$ cat config.mk
export PLATFORM = sky130hd
export DESIGN_NAME = keypad_scanner
export DESIGN_NICKNAME = d
export VERILOG_FILES = /design/src/rtl/kypd_pkg.sv /design/src/rtl/keypad_scanner_sync_2ff.sv /design/src/rtl/keypad_scanner.sv
export SDC_FILE = /design/constraint.sdc
export NUM_CORES = 1
export LEC_CHECK = 0
export ABC_CLOCK_PERIOD_IN_PS = 18910
export BUFFER_PORTS_ARGS = -buffer_cell sky130_fd_sc_hd__buf_2
export CAP_MARGIN = 20
export CELL_PAD_IN_SITES_DETAIL_PLACEMENT = 1
export CELL_PAD_IN_SITES_GLOBAL_PLACEMENT = 1
export CORE_MARGIN = 2
export CORE_UTILIZATION = 54
export CTS_BUF_LIST = sky130_fd_sc_hd__clkbuf_4
export DETAILED_ROUTE_END_ITERATION = 6
export PLACE_DENSITY = 0.95
export SETUP_SLACK_MARGIN = 0.05
export SYNTH_ARGS = -nofsm -noshare
export SYNTH_HDL_FRONTEND = slang
export SYNTH_HIERARCHICAL = 1
export SYNTH_SLANG_ARGS = --single-unit
$ cat constraint.sdc
create_clock -name clk -period 18.91 [get_ports clk]
set_input_delay 2.8365 -clock clk [delete_from_list [all_inputs] [get_ports clk]]
set_output_delay 2.8365 -clock clk [all_outputs]
set_load 0.01 [all_outputs]
$ cat src/rtl/kypd_pkg.sv
// kypd_pkg: shared key map, scan states and frame-result types for the keypad scanner
package kypd_pkg;
  typedef enum logic [1:0] {COL0, COL1, COL2, COL3} scan_state_t;
  typedef enum logic [1:0] {RES_NONE, RES_SINGLE, RES_MULTI} res_cls_t;
  typedef struct packed {
    res_cls_t   cls;
    logic [3:0] code;
  } frame_res_t;
  // Indexed by {row, col}: row0 = 1 2 3 A, row1 = 4 5 6 B, row2 = 7 8 9 C, row3 = 0 F E D
  localparam logic [3:0] KEY_MAP [16] = '{
    4'h1, 4'h2, 4'h3, 4'hA,
    4'h4, 4'h5, 4'h6, 4'hB,
    4'h7, 4'h8, 4'h9, 4'hC,
    4'h0, 4'hF, 4'hE, 4'hD
  };
  // Classify a full-matrix hit vector; code is forced to 0 unless exactly one key is down
  // so that results compare equal whenever their class and meaningful payload agree.
  function automatic frame_res_t reduce_frame(input logic [15:0] hits);
    frame_res_t r;
    logic [4:0] n;
    n = 5'($countones(hits));
    r.cls = n == 5'd0 ? RES_NONE : n == 5'd1 ? RES_SINGLE : RES_MULTI;
    r.code = 4'h0;
    for (int i = 0; i < 16; i++)
      if (n == 5'd1 && hits[i]) r.code = KEY_MAP[i];
    return r;
  endfunction
endpackage

$ cat src/rtl/keypad_scanner_sync_2ff.sv
// sync_2ff: 4-bit two-flop synchronizer for the keypad rows, idling high in reset
module sync_2ff (
  input  logic       clk,
  input  logic       reset,
  input  logic [3:0] d,
  output logic [3:0] q
);
  logic [3:0] meta;
  // Rows are pulled up, so reset to the idle (all released) level
  always_ff @(posedge clk or negedge reset)
    if (!reset) {q, meta} <= '1;
    else {q, meta} <= {meta, d};
endmodule

$ cat src/rtl/keypad_scanner.sv
// keypad_scanner: scans a 4x4 matrix keypad, debounces whole frames and emits key code plus press strobe
module keypad_scanner
  import kypd_pkg::*;
#(
  parameter int SCAN_CYCLES    = 100000,
  parameter int DEBOUNCE_SCANS = 4
) (
  input  logic       clk,
  input  logic       reset,
  input  logic [3:0] row_n,
  output logic [3:0] col_n,
  output logic [3:0] key,
  output logic       key_valid,
  output logic       key_press,
  output logic       multi
);
  localparam int CW = $clog2(SCAN_CYCLES);
  localparam int SW = $clog2(DEBOUNCE_SCANS + 1);
  logic [3:0] rows_n;
  scan_state_t state;
  logic [CW-1:0] cnt;
  logic [SW-1:0] stable, stable_nxt;
  logic [15:0] hits, hits_nxt;
  frame_res_t res, cand, cand_nxt, com;
  logic last, frame_end, same, commit;
  sync_2ff u_sync (.clk(clk), .reset(reset), .d(row_n), .q(rows_n));
  assign last = cnt == CW'(SCAN_CYCLES - 1);
  assign frame_end = last && state == COL3;
  // Fold the current column's rows into the frame; COL0 starts a fresh frame
  always_comb begin
    hits_nxt = state == COL0 ? 16'h0 : hits;
    for (int r = 0; r < 4; r++) hits_nxt[{2'(r), 2'(state)}] = ~rows_n[r];
  end
  // Frame classification and debounce decision, evaluated for use on the frame's last cycle
  always_comb begin
    res = reduce_frame(hits_nxt);
    com = '{cls: key_valid ? RES_SINGLE : multi ? RES_MULTI : RES_NONE, code: key_valid ? key : 4'h0};
    same = res == cand;
    cand_nxt = same ? cand : res;
    stable_nxt = !same ? SW'(1) : stable == SW'(DEBOUNCE_SCANS) ? stable : stable + 1'b1;
    commit = frame_end && stable_nxt == SW'(DEBOUNCE_SCANS) && cand_nxt != com;
  end
  // Column scan: hold each column for SCAN_CYCLES, rotate the active-low drive at state boundaries
  always_ff @(posedge clk or negedge reset)
    if (!reset) begin
      state <= COL0;
      cnt <= '0;
      col_n <= 4'b1110;
    end else if (last) begin
      state <= scan_state_t'(state + 2'd1);
      cnt <= '0;
      col_n <= {col_n[2:0], col_n[3]};
    end else cnt <= cnt + 1'b1;
  // Frame accumulator and debounce candidate tracking
  always_ff @(posedge clk or negedge reset)
    if (!reset) begin
      hits <= '0;
      cand <= '{cls: RES_NONE, code: 4'h0};
      stable <= '0;
    end else begin
      if (last) hits <= hits_nxt;
      if (frame_end) begin
        cand <= cand_nxt;
        stable <= stable_nxt;
      end
    end
  // Committed state drives the outputs; only a newly committed single key pulses
  always_ff @(posedge clk or negedge reset)
    if (!reset) begin
      key <= 4'h0;
      key_valid <= 1'b0;
      multi <= 1'b0;
      key_press <= 1'b0;
    end else begin
      key_press <= commit && cand_nxt.cls == RES_SINGLE;
      if (commit) begin
        key_valid <= cand_nxt.cls == RES_SINGLE;
        multi <= cand_nxt.cls == RES_MULTI;
        if (cand_nxt.cls == RES_SINGLE) key <= cand_nxt.code;
      end
    end
endmodule

; ---- Yosys cells after proc, flatten, opt, wreduce, memory -nomap -nowiden
; Cells that the tools add are included.
[word_totals]
inputBits = 6
elab_cells = 117
reg_bits = 63
[op_classes]
bitwise_logic = 4
order_cmp = 8
eq_ne = 9
reduce_logical = 27
add_sub_neg = 18
n_mux = 38
[ops]
columns = op, n
row1 = $bwmux 16, 4
row2 = $mux 4, 16
row3 = $logic_and 1x1->1, 24
row4 = $add 17x1->17 const B, 1
row5 = $eq 17x17->1 const B, 1
row6 = $mux 17, 1
row7 = $add 1x1->2, 8
row8 = $mux 16, 1
row9 = $add 2x2->3, 4
row10 = $lt 4x5->1 const B, 2
row11 = $add 3x3->4, 2
row12 = $demux 1 s2, 4
row13 = $ge 4x1->1 const B, 2
row14 = $mux 2, 4
row15 = $eq 3x3->1 const B, 2
row16 = $eq 6x6->1, 1
row17 = $mux 3, 2
row18 = $mux 6, 1
row19 = $ne 6x6->1, 1
row20 = $add 4x4->5, 1
row21 = $eq 5x1->1 const B, 1
row22 = $logic_not 5->1, 1
row23 = $lt 2x5->1 const B, 1
row24 = $lt 3x5->1 const B, 1
row25 = other kinds (10), 18

; ---- Depth between registers and ports, before layout
; Gate-level depths: netlist of the first run.
[depth]
depth_word = 36
depth_mapped = 23
mapped_depth_nobuf = 22

; ---- By module
; The synthesis of the first run kept the hierarchy.
[modules_own_cells]
columns = module, n_inst, cells_per_inst, area_each_um2, seq_area_each_um2
row1 = keypad_scanner, 1, 385, 3575.9, 1380.1
row2 = sync_2ff, 1, 8, 210.2, 210.2

; ---- Worst setup path after synthesis of the first run
; OpenSTA, ideal clock, no wires.
[synth_timing]
path_kind = register to register
from = reg state[0]
to = reg key[2]
arrival_time_ns = 6.205
period_less_slack_ns = 6.332
setup_time_ns = 0.128
path_slack_ns = 12.578
path_stages_with_launch = 21
cell_sequence = dfrtp_1 -> inv_1 -> ha_1 -> buf_2 -> o31a_1 -> fa_1 -> fa_1 -> inv_1 -> fa_1 -> fa_1 -> ha_1 -> fa_1 -> or4_4 -> o22ai_4 -> nand3_2 -> a311o_1 -> a21oi_1 -> and4b_1 -> o211ai_2 -> and4bb_4 -> mux2_1
[synth_between]
elab_chain_len = 36
elab_cells_between_ends = 88
[synth_rtl]
columns = element, line
row1 = "start, declared", keypad_scanner.sv:20  ; scan_state_t state;
row2 = "start signal, assigned", keypad_scanner.sv:50  ; state <= scan_state_t'(state + 2'd1);
row3 = $lt 2x5->1 (implied by the code) or $ge 2x1->1 (tied branches), keypad_scanner.sv:32  ; for (int r = 0; r < 4; r++) hits_nxt[{2'(r), 2'(state)}] = ~rows_n[r];
row4 = $logic_and 1x1->1 (implied by the code), keypad_scanner.sv:32
row5 = $mux 1 (implied by the code), keypad_scanner.sv:32
row6 = $demux 1 s2, keypad_scanner.sv:32
row7 = $bwmux 16 (4 in series), keypad_scanner.sv:32
row8 = $add 1x1->2 (implied by the code), kypd_pkg.sv:21  ; n = 5'($countones(hits));
row9 = $add 2x2->3 (implied by the code), kypd_pkg.sv:21
row10 = $add 3x3->4 (implied by the code), kypd_pkg.sv:21
row11 = [2 not listed], --
row12 = $logic_and 1x1->1, kypd_pkg.sv:25  ; if (n == 5'd1 && hits[i]) r.code = KEY_MAP[i];
row13 = $mux 1, kypd_pkg.sv:25
row14 = $mux 4 (15 in series), kypd_pkg.sv:25
row15 = $eq 6x6->1, keypad_scanner.sv:38  ; same = res == cand;
row16 = $mux 3, keypad_scanner.sv:40  ; stable_nxt = !same ? SW'(1) : stable == SW'(DEBOUNCE_SCANS) ? stable : stable + 1'b1;
row17 = $eq 3x3->1, keypad_scanner.sv:41  ; commit = frame_end && stable_nxt == SW'(DEBOUNCE_SCANS) && cand_nxt != com;
row18 = $logic_and 1x1->1 (2 in series), keypad_scanner.sv:41
row19 = $reduce_and 2->1 (no line), --
row20 = "end signal, assigned", keypad_scanner.sv:79  ; if (cand_nxt.cls == RES_SINGLE) key <= cand_nxt.code;
row21 = "end, declared", keypad_scanner.sv:12  ; output logic [3:0] key,
; Parallel ways exist; a longest one is shown, timed or not.
; A chain may end at the register's enable or synchronous reset.

; ---- Worst setup path in the final report of the first run
[layout_timing]
from = reg state[0]
to = reg key[3]
; The elaborated chain is that of the path after synthesis.

==> flow_summary_export.csv, run 1 <==
group,metric,value,unit
cts,cts_buffers,9,
global_route,grt_pass1_wl,17.1,mm
power_and_ir_drop,ir_worst_vdd,0.0000464,V
die,die_area,0.00770,mm2
cts,clock-sinks,63,
synthesis,syn_nets,422,
layout,nets,439,
critical_path,cp.required,19230,ps
detailed_routing,drc,0,
detailed_routing,routed_wl,10.3,mm
power_and_ir_drop,p_int,0.198,mW
global_route,grt_max_degree,64,
timing,tightest_slew,820,ps
global_route,grt_pass1_vias,3344,
min_path,worstHoldPathType,"reg -> reg",
synthesis,async_flop_share,1.00,
timing,rsz0062_at_grt,"no",
timing,fmax,137,MHz
layout,finalCoreUtilization,0.606,
global_route,grt-busiest-layer,"met2",
synthesis,ys.flop_type,"dfrtp_1",
critical_path,cp_cell_sequence,"inv_1 -> ha_1 -> inv_2 -> a21oi_1 -> fa_1 -> fa_1 -> inv_1 -> fa_1 -> fa_1 -> ha_1 -> fa_1 -> or4_4 -> o22ai_4 -> nand2_1 -> a21o_1 -> a22o_1 -> nor3_1 -> nand4b_1 -> and4bb_4 -> mux2_1",
detailed_routing,drt_iter0_drc,177,
die,fp.dieH,87.7,um
global_route,grt_use_total,0.295,
cts,post_cts_buffers,0,
run,max_cap_violations,0,
critical_path,path_common_cell,"fa_1",
placed_design,io_buffers,16,
cts,postCtsHoldBufs,0,
critical_path,path_class,"reg -> reg",
cts,htreeDepth,3,
cts,insertion_delay,440,ps
global_route,grt.met3_usage,0.0462,
critical_path,crit_fanout,16,
detailed_routing,vias,3126,
timing,relSlewSlack,0.453,
power_and_ir_drop,p_per_area,65.9,mW/mm2
synthesis,syn_area,0.00379,mm2
timing,fin_crit_sh,0.387,
global_route,use_met2,0.490,
timing,clock_skew,18.1,ps
detailed_routing,viasPerCell,6.12,
synthesis,synth_cells,393,
power_and_ir_drop,p_comb_frac,0.083,
layout,layout.cells.non_filler,511,
synthesis,syn_avg_cell_area,9.63,um2
global_route,antenna_found_initial,0,
cts,cts_tree,"yes",
placed_design,place_congestion,0.948,
cts,cts_root_buffer,"clkbuf_4",
timing,worst_hold_slack,352,ps
layout,drive_gt1_frac,0.152,
layout,antenna_cells,0,
cts,post_cts_resized,0,
synthesis,synth_edf_count,0,
cts,clk_path_buf_depth,2,
synthesis,yosysWarnings,6,
power_and_ir_drop,p_seq_frac,0.505,
die,start_util,0.557,
cts,clk_pin_slew,130,ps
synthesis,yosysUniqueCellTypes,68,
synthesis,ys_seq_area_frac,0.420,
timing,finalSetupViolCount,0,
global_route,grt-ovfl-total,0,
timing,post-route-min-period,7320,ps
power_and_ir_drop,sw_frac_of_total,0.272,
critical_path,startpoint_type,"register",
critical_path,crit_family,"adder cells",
placed_design,hpwl,7.24,mm
die,pin_count,17,
power_and_ir_drop,pwr-share-clk,0.412,
power_and_ir_drop,p_leak,1.85,nW
run_status,status,"finished, final reports clean",
detailed_routing,ant_nets,0,
power_and_ir_drop,power.net_switching,0.0738,mW
timing,hold_viol,0,
layout,area_growth,8.82,%
placed_design,placed_cells,495,
die,rows,30,
global_route,grtUsageMet1,0.385,
critical_path,crit_path_top_delay_cell,"ha_1",
timing,finalSetupTns,0,ps
critical_path,cp.arrival,7630,ps
synthesis,ys_ff_latch,63,
critical_path,max_stage_delay,580,ps
timing,slew_viol_final,0,
detailed_routing,wl_per_cell,20.1,um
detailed_routing,drtPass1Iterations,4,
die,core,0.00679,mm2
critical_path,path_buf_inv,3,
critical_path,end_kind,"register",
die,die_w,87.7,um
==> power by group through the flow <==
stage,sequential (mW),clock (mW),combinational [mW]
2_1_floorplan,0.139,0,0.0144
3_3_place_gp,0.140,0,0.0207
4_1_cts,0.137,0.113,0.0224
3_5_place_dp,0.140,0,0.0221
5_1_grt,0.137,0.117,0.0249
6_report,0.137,0.112,0.0224
==> per-stage QoR <==
step	total power [mW]	worst slack, ps	instance area [um2]
2_1_floorplan	0.154	12580	3790
3_3_place_gp	0.160	12200	3960
3_5_place_dp	0.162	11820	3960
4_1_cts	0.272	11660	4120
5_1_grt	0.279	11280	4120
6_report	0.271	11590	4120
==> cells in the final DEF, fill, tap and decap left out, types with 3 or more instances in the layout <==
master      n
nand2b_1    8
o21a_1      4
buf_2      16
nand3_1     6
mux2_1      4
and2_1      6
a22o_1      3
and3_1      4
or4_1       3
nor3b_1     4
clkbuf_4    9
mux2_2      6
xnor2_1    12
dfrtp_1    52
nor2_1     47
xor2_1      5
o21ai_0    16
mux2i_1     4
a21o_1      3
nor3_1      9
o2111ai_1   3
a21oi_1    34
dfstp_2    11
ha_1       13
nor2b_1    12
nand2_1    23
nand4_1     5
inv_1      29
fa_1       10
==> state kept, by name (all words and copies together), names as in the netlist <==
name	count
key	4
col_n	4
u_sync/q	4
multi	1
cnt	17
key_press	1
u_sync/meta	4
cand	6
state	2
hits	16
stable	3
key_valid	1
==> logic make-up after synthesis <==
group	after synthesis	synth area share
and+or+nand+nor	146	0.206
AOI/OAI and AO/OA	88	0.156
DFF	63	0.420
buffers and inverters	42	0.0430
adders and majority gates	23	0.0958
xor gates and xnor gates	17	0.0393
muxes	14	0.0403
==> per-layer routing <==
layer  up-vias  part of all wire
met5         -                 0
met4         0             0.028
met3        29             0.041
met2        99              0.50
met1      1583              0.43
li1       1415                 -
==> final cells by class <==
| type | count | area [um2] |
|---|---|---|
| sequential | 63 | 1590 |
| timing repair buffer | 18 | 95.1 |
| inverter | 30 | 113 |
| clock buffer | 9 | 67.6 |
| fill | 774 | 2670 |
| tap | 96 | 120 |
| multi-input combinational | 288 | 2040 |
| clock inverter | 7 | 96.3 |
==> synthesized netlist by cell type, drive strengths merged, types with 4 or more instances <==
cell    count  share of area
dfrtp      52           0.34
nor2       47          0.047
a21oi      35          0.047
inv        30          0.030
nand2      23          0.023
o21ai      16          0.021
ha         13          0.043
nor2b      12          0.020
xnor2      12          0.028
dfstp      11          0.076
nor3       11          0.016
fa         10          0.053
mux2       10          0.030
nand2b      8          0.013
clkbuf      7         0.0069
nand3       7          0.011
and2        6         0.0099
buf         5         0.0063
nand4       5         0.0083
xor2        5          0.012
and3        4         0.0066
mux2i       4          0.011
nor3b       4         0.0079
o21a        4         0.0079
or4         4         0.0089
==> final timing paths <==
| path | startpoint | end | slack [ps] | depth (start not counted) |
|---|---|---|---|---|
| min in group asynchronous | reset | cnt[15] | 2550 | 2 |
| max | state[0] | key[3] | 11590 | 20 |
| min reg2reg | u_sync/meta[3] | u_sync/q[3] | 350 | 0 |
| max in group asynchronous | reset | key[0] | 15810 | 2 |
| max reg2reg | state[0] | key[3] | 11590 | 20 |
| min | u_sync/meta[3] | u_sync/q[3] | 350 | 0 |
No activity file was read; power rests on OpenSTA's default activity.
==> run 2: changes to the inputs <==
ABC_CLOCK_PERIOD_IN_PS = 7300   (was 18910)
CORE_UTILIZATION = 50   (was 54)
PLACE_DENSITY = 0.91   (was 0.95)
clock period = 7.3 ns   (was 18.91 ns; I/O delays follow)
==> run 2 against run 1 <==
  * Clock skew barely moved
  * Die area rose by 7.6%
  * Sequential share of layout area fell by 0.24 points
  * Final area rose by 0.64%
  * Via count fell by 2.2%
  * Critical endpoint is now key[2]
  * Worst hold slack improved by 4.5 ps
  * Core utilization fell by 3.8 points
  * Non-clock buffer count did not move
  * Cell count rose by 0.59%
  * Sequential power rose to 2.6 times the previous value
  * Worst setup slack got worse by 11000 ps
==> flow_summary_export.csv, run 2 (synthesis gave the netlist of run 1 again) <==
group,metric,value,unit
die,die_w,91.0,um
min_path,worstHoldStart,"u_sync/meta[3]",
critical_path,startpoint_type,"register",
timing,relSlewSlack,0.466,
global_route,grt_use_total,0.246,
placed_design,placed_cells,498,
cts,cts_tree,"yes",
power_and_ir_drop,ir_worst_vdd,0.000133,V
critical_path,max_stage_delay,520,ps
detailed_routing,viasPerCell,5.95,
cts,cts_root_buffer,"clkbuf_4",
layout,fin_area,0.00415,mm2
timing,tightest_slew,800,ps
placed_design,place_congestion,0.864,
power_and_ir_drop,p_leak,1.86,nW
global_route,grt_pass1_wl,16.3,mm
detailed_routing,drt_iter0_drc,174,
layout,nets,439,
placed_design,hpwl,6.93,mm
cts,insertion_delay,420,ps
detailed_routing,vias,3058,
timing,slew_viol_final,0,
timing,fmax,145,MHz
die,rows,31,
layout,area_growth,9.52,%
timing,fin_crit_sh,0.947,
min_path,holdPathStages,0,
timing,rsz0062_at_grt,"no",
placed_design,io_buffers,16,
global_route,antenna_found_initial,0,
placed_design,dpl_cell_area,0.00396,mm2
timing,post-route-min-period,6910,ps
min_path,min_to,"u_sync/q[3]",
power_and_ir_drop,p_per_area,169,mW/mm2
detailed_routing,routed_wl,9.44,mm
die,die_area,0.00828,mm2
die,start_util,0.519,
global_route,grt_max_degree,64,
timing,hold_viol,0,
cts,post_cts_buffers,0,
layout,layout.cells.non_filler,514,
timing,finalSetupTns,0,ps
placed_design,dpl_worst_slack,170,ps
layout,largest_reg_flops,17,
cts,post_cts_resized,0,
critical_path,cp.required,7610,ps
layout,antenna_cells,0,
critical_path,startpoint,"state[1]",
cts,cts_buffers,9,
cts,clk_path_buf_depth,2,
critical_path,cp_cell_sequence,"inv_1 -> ha_2 -> or3b_1 -> and2_1 -> fa_1 -> fa_1 -> inv_1 -> fa_1 -> fa_1 -> ha_1 -> fa_1 -> or4_4 -> o22ai_4 -> nand3_2 -> a311o_1 -> nand2_1 -> xnor2_1 -> nand4b_1 -> and4bb_4 -> mux2_1",
detailed_routing,drtPass1Iterations,4,
die,core,0.00729,mm2
cts,postCtsHoldBufs,0,
layout,multi_input_area,0.00205,mm2
die,pin_count,17,
timing,finalSetupViolCount,0,
timing,clock_skew,18.4,ps
critical_path,r2r_cells,20,
critical_path,crit_fanout,12,
critical_path,crit_path_top_delay_cell,"fa_1",
critical_path,end_kind,"register",
detailed_routing,wl_per_cell,18.4,um
detailed_routing,ant_nets,0,
global_route,grt_pass1_vias,3363,
layout,seq_area,0.00159,mm2
layout,drive_gt1_frac,0.159,
global_route,grt-ovfl-total,0,
critical_path,worstReg2RegStart,"state[1]",
min_path,worstHoldPathType,"reg -> reg",
critical_path,cp.arrival,7220,ps
detailed_routing,drc,0,
critical_path,path_class,"reg -> reg",
layout,largest-register,"cnt",
cts,clock-sinks,63,
layout,filler_cell_count,881,
layout,reg.largest.list,"cnt: 17 flops, hits: 16 flops, cand: 6 flops",
layout,layout_commonest_cell,"dfrtp_1",
die,fp.dieH,91.0,um
timing,layout_setup_ws,385,ps
run_status,status,"finished, final reports clean",
critical_path,path_common_cell,"fa_1",
cts,clk_pin_slew,120,ps
run,max_cap_violations,0,
cts,htreeDepth,3,
layout,final_cell_mix,"dfrtp_1, nor2_1, a21oi_1",
critical_path,reg2reg_setup_slack,390,ps
critical_path,reg2reg_to,"key[2]",
run 2: cell count changes in the layout (fill, tap and decap cells not counted):
cell / previous run / this run
ha_1: 13 / 11
ha_2: 0 / 1
ha_4: 0 / 1
clkinv_1: 1 / 0
inv_6: 1 / 2
clkinv_4: 1 / 3
clkinvlp_4: 2 / 0
run 2: worst max-delay path: cells and delay by family, from the launching register on:
kind,cells,cell delay [ps]
adders and majority gates,7,2900
and+or+nand+nor,7,2060
AOI/OAI and AO/OA,2,690
DFF,1,410
muxes,1,360
xor gates and xnor gates,1,200
buffers and inverters,2,180
run 2: final cells by class:
type / instances / area share
multi-input cells: 288 / 0.495
flip-flops and latches: 63 / 0.384
repair buffers: 18 / 0.0229
clock buffers: 9 / 0.0163
clock inverters: 7 / 0.0250
well taps: 99 / 0.0299
inverters: 30 / 0.0272
run 2: worst max-delay path by stage:
stage	slack, ps	depth (start not counted)	end
finish	390	20	key[2]
global route	50	19	key[2]
CTS	150	20	key[2]
detailed placement	170	20	key[2]
global placement	550	20	key[2]
floorplan	970	20	key[2]
run 2: power breakdown:
group | total (mW) | switching [mW] | leakage (nW) | internal, mW
logic | 0.0569 | 0.0374 | 0.940 | 0.0195
registers | 0.355 | 0.00204 | 0.827 | 0.353
clock network | 0.289 | 0.146 | 0.0911 | 0.143
run 2: layer usage:
metal,share of wire,global-route usage
met2,0.51,0.435
met3,0.037,0.0432
met1,0.43,0.303
met5,0,0
met4,0.025,0.0871
run 2: through the flow:
stage / hold slack, ps / total power, mW / utilization
detailed placement: 347 / 0.418 / 0.543
finish: 357 / 0.701 / 0.569
global route: 366 / 0.726 / 0.569
CTS: 360 / 0.707 / 0.567
floorplan: 345 / 0.398 / -
global placement: 345 / 0.415 / 0.543
